$ cat src/rtl/sat_counter.sv
// Saturating up-counter with synchronous clear (clear wins over increment).
// Shared by the mismatch counter and the idle watchdog.
module sat_counter #(
  parameter int CW = 8
) (
  input  logic          clock,
  input  logic          reset_n,
  input  logic          clr,
  input  logic          inc,
  output logic [CW-1:0] count
);

  logic [CW-1:0] count_q, count_d;

  always_comb begin
    count_d = count_q;
    if (clr)
      count_d = '0;
    else if (inc && (count_q != {CW{1'b1}}))
      count_d = count_q + CW'(1);
  end

  always_ff @(posedge clock or negedge reset_n) begin
    if (!reset_n) count_q <= '0;
    else          count_q <= count_d;
  end

  assign count = count_q;

endmodule

$ cat config.mk
export PLATFORM = sky130hd
export DESIGN_NAME = sat_counter
export DESIGN_NICKNAME = d
export VERILOG_FILES = /design/src/rtl/sat_counter.sv
export SDC_FILE = /design/constraint.sdc
export NUM_CORES = 1
export LEC_CHECK = 0
export CAP_MARGIN = 20
export CELL_PAD_IN_SITES_DETAIL_PLACEMENT = 1
export CELL_PAD_IN_SITES_GLOBAL_PLACEMENT = 1
export CORE_MARGIN = 5
export CORE_UTILIZATION = 33
export CTS_CLUSTER_DIAMETER = 30
export CTS_CLUSTER_SIZE = 25
export DETAILED_ROUTE_END_ITERATION = 8
export HOLD_SLACK_MARGIN = 0.05
export PLACE_DENSITY = 0.75
export SLEW_MARGIN = 20
export SYNTH_ARGS = -nofsm -noshare
export SYNTH_HDL_FRONTEND = slang
export SYNTH_SLANG_ARGS = --single-unit
$ cat constraint.sdc
create_clock -name clock -period 1.85 [get_ports clock]
set_input_delay 0.37 -clock clock [delete_from_list [all_inputs] [get_ports clock]]
set_output_delay 0.37 -clock clock [all_outputs]
set_load 0.01 [all_outputs]
Word-level counts from Yosys, hierarchy flattened
Cells that the tools add are included.

operators by class
  reduce and logical (&&, ||, !) cells = 2
  eq/ne operators = 1
  add/sub/neg operators = 1
  multiplexer cells = 2

operator list
  cell                                         number
  two-way mux 8 bit                            2
  adder 8 x 1 -> 8 bit, second input constant  1
  != test 8 bit, second input constant         1
  nonzero test 2 bit                           1
  logical AND 1 bit                            1

storage, ports and cells
  output and inout port bits = 8
  register bits = 8
  logic and storage cells = 7
  input port bits = 4

Longest topological paths before layout
  word-level depth = 4
  mapped depth = 4
  gate-level depth less buffers = 4

Worst setup path before layout
OpenSTA, ideal clock, no wires.

  path type = reg-to-reg
  start = register count_q[0], in the netlist count[0]
  end = register count_q[0], in the netlist count[0]
  cell stages (with the launch flop) = 5
  required time = 1.725 ns
  buffers on the path = 0
  slack = 0.216 ns
  clock period less this slack = 1.634 ns
  arrival = 1.509 ns
  setup time = 0.125 ns
  path through = dfrtp_1 ha_1 and4_2 a21boi_1 mux2_2

between the ends
  word-level cells in the longest chain between the ends = 3
  elaborated cells on any way between the ends = 6
  classes of those cells = 1 x add/sub; 1 x eq/ne; 2 x mux; 2 x reduce/logical

ends and longest elaborated chain
  element                                                  RTL line  RTL
  from (decl)                                              13        logic [CW-1:0] count_q, count_d;
  from (signal assigned)                                   25        else count_q <= count_d;
  adder 8 x 1 -> 8 bit or != test 8 bit (tied branches)    20, 19
  two-way mux 8 bit or logical AND 1 bit (tied branches)   19        else if (inc && (count_q != {CW{1'b1}}))
  two-way mux 8 bit or nonzero test 2 bit (tied branches)  -

Parallel ways exist; a longest one is shown, timed or not. The select of a mux whose other input is x is not followed.
A chain may end at the register's enable or synchronous reset.

Worst setup path after layout
  start = register count_q[2], in the netlist count[2]
  end = output count[2]

RTL lines
  element    RTL line  RTL
  to (decl)  10        output logic [CW-1:0] count

No word-level cell between the ends.

==> run summary <==
Max Clock Skew - 0.00457 ns
Routed wire length on met3 - 73 um
RSZ-0062 raised after global routing - no
Total clock sinks - 8
Global-route wire length before repair - 1.99 mm
CTS Buf Count - 3
Maximum number of pins on one net before global-route repair - 12
Final Cycle Share - 88.9%
Largest stage delay on the critical path - 0.58 ns
Highest clock frequency the design can meet - 608 MHz
Area of the die - 2260 sq um
Share of layout cells above drive strength 1 - 15.6%
Number of placement rows - 13
Worst EP arrival - 1.27 ns
Met2 wire length - 572 um
Overflow left after global routing - 0
DRC - 0
All-Layer GR Usage - 12.9%
Count of mapped cells out of synthesis - 49
Avg Inst Size Synth - 9.47 sq um
Pwr/cell area - 579 nW/um^2
Die width - 47.5 um
Clock transition at the registers of the reported paths - 0.05 ns
Yosys warns - 0
HPWL after DPL - 875 um
Outcome - complete, no violations
Portion of the post-synthesis area used by sequential elements - 43.1%
Count of nets after finishing - 71
DRC marker count from the first detailed-route iteration - 4
Post-cts hold buffer count - 0
LEAKAGE - 0.254 nW
Core occupancy in the finished layout - 47.8%
Slew Viols, Final - 0
Kind of critical path - register to primary output
Synthesized netlist net count - 54
Multi-input gate area - 248 sq um
Largest register FFs - 8
Area growth from synthesis to final layout - 35.6%
Antenna cells - 0
Worst Hold Class - input pin to async pin
Family with the most delay on the worst path - buffers and inverters
Number of iterations in the first detailed-routing pass - 3
Vertical extent of the die - 47.5 um
Seq cells post-synth - 8
Worst setup SP type - register
Root Buffer - sky130_fd_sc_hd__clkbuf_4
Detail-routed via count per cell - 5.58
Buffering stage count on the worst path with inverters included - 1
Power, Total - 0.364 mW
Clock tree from TritonCTS - done
Master of the slowest instance on the critical path - sky130_fd_sc_hd__clkdlybuf4s50_1
Cell-by-cell trace of the critical path - clkdlybuf4s50_1
Number of distinct library cells after synthesis - 28
Final Hold Viols - 0
Max_slew headroom - 74.6%
Total standard cell area after synthesis - 464 sq um
Weighted congestion reported at the end of routability-driven placement - 0.787
Worst Max-Slew Pin Slew - 0.371 ns
Total core area - 1320 sq um
Clock latency reported for the late side of the worst-skew pair - 0.25 ns
I/O pin total - 12
Number of gates resized after CTS - 0
Count of max-cap constraint violations - 0
Setup TNS after final layout - 0 ns
Nature of the critical path endpoint - primary output
# port buffers - 11
Largest fanout of any net on the critical path - 7
Number of global-route vias before repair - 444
CTS H-Tree Depth - 1
Total length of routed wires - 1.16 mm
VDD IR max - 0.000286 V
WL/cell - 14.6 um
Post-detailed-placement cell area - 607 sq um
Final design instance area without fill - 629 sq um
Filler cells - 160
Buffer levels on the longest clock path - 2
Storage cell area - 200 sq um
Worst setup timing slack at the placement stage - 0.0110 ns
Via count - 441
Total setup violations reported at the end of the flow - 0
Required time of the critical path - 1.48 ns
Final setup slack of the worst path - 0.205 ns
Number of antenna violations at the first check in global routing - 0
Remaining antenna violation count after routing - 0
Final worst path period need - 1.64 ns
Starting density of the core - 35.2%
Number of post-CTS setup repair buffers - 0
Top metal layer carrying routed signals - met3
Sum of routed wire segments on met1 - 512 um
-- layer usage --
| layer | vias to the layer above | track usage (%) |
|---|---|---|
| li1 | 212 | - |
| met1 | 217 | 15.0 |
| met2 | 12 | 22.5 |
| met3 | 0 | 6.77 |
| met4 | 0 | 0 |
| met5 | - | 0 |
-- final cells by class --
type	count	area share, %
sequential	8	31.8
multi-input combinational	37	39.4
inverter	2	1.19
timing repair buffer	14	21.1
tap	15	2.98
clock buffer	3	3.58
-- cells by family after synthesis --
family / after synthesis / synth area share, %
buffers and inverters: 4 / 3.50
muxes: 3 / 7.01
and+or+nand+nor: 24 / 31.0
DFF: 8 / 43.1
AOI/OAI and AO/OA: 9 / 12.7
adders and majority gates: 1 / 2.69
-- cell usage after synthesis (all sizes together) --
library cell	instances	area, sq um
a2111oi	1	8.76
a211oi	1	7.51
a21boi	1	7.51
a21oi	3	15.0
a31oi	1	6.26
a41oi	1	8.76
and3	1	6.26
and4	2	18.8
buf	1	5.00
clkbuf	1	3.75
dfrtp	8	200
ha	1	12.5
inv	2	7.51
mux2	2	22.5
mux2i	1	10.0
nand2	2	7.51
nand2b	3	18.8
nand3	3	20.0
nand4	1	6.26
nor2	2	7.51
nor2b	3	18.8
nor3	4	20.0
nor3b	1	7.51
nor4	1	6.26
o21ai	1	5.00
or3	1	6.26
-- power breakdown --
group | internal, mW | total (mW) | leakage [nW] | switching [mW]
sequential | 0.179 | 0.184 | 0.110 | 0.00432
clock | 0.0742 | 0.133 | 0.0138 | 0.0587
combinational | 0.0253 | 0.0475 | 0.130 | 0.0222
total | 0.279 | 0.364 | 0.254 | 0.0852
-- placed cells by master, fill, tap and decap left out, drive strengths merged, types with 2 or more instances in the layout --
master and count:
clkbuf 3, nor2 2, inv 2, nand2 2
buf 3, a21oi 3, dfrtp 8, nor3 4
nor2b 3, and4 2, clkdlybuf4s50 11, nand2b 3
nand3 3, mux2 2
-- path summary, 6_finish.rpt --
kind / startpoint / end / slack (ns) / cells past startpoint
max: count[2] / count[2] / 0.21 / 1
min: reset_n / count[4] / 0.40 / 1
max reg2reg: count[1] / count[0] / 0.26 / 4
min reg2reg: count[1] / count[1] / 0.62 / 2
max in group asynchronous: reset_n / count[0] / 1.16 / 1
min in group clock: count[1] / count[1] / 0.62 / 2
-- stage by stage --
| step | std cells | hold slack, ns |
|---|---|---|
| final | 79 | 0.404 |
| after global routing | 79 | 0.432 |
| after CTS | 79 | 0.414 |
| after detailed placement | 76 | 0.612 |
| after global placement | 76 | 0.576 |
| after floorplan | 49 | 0.0744 |
(Power assumes the default switching activity.)
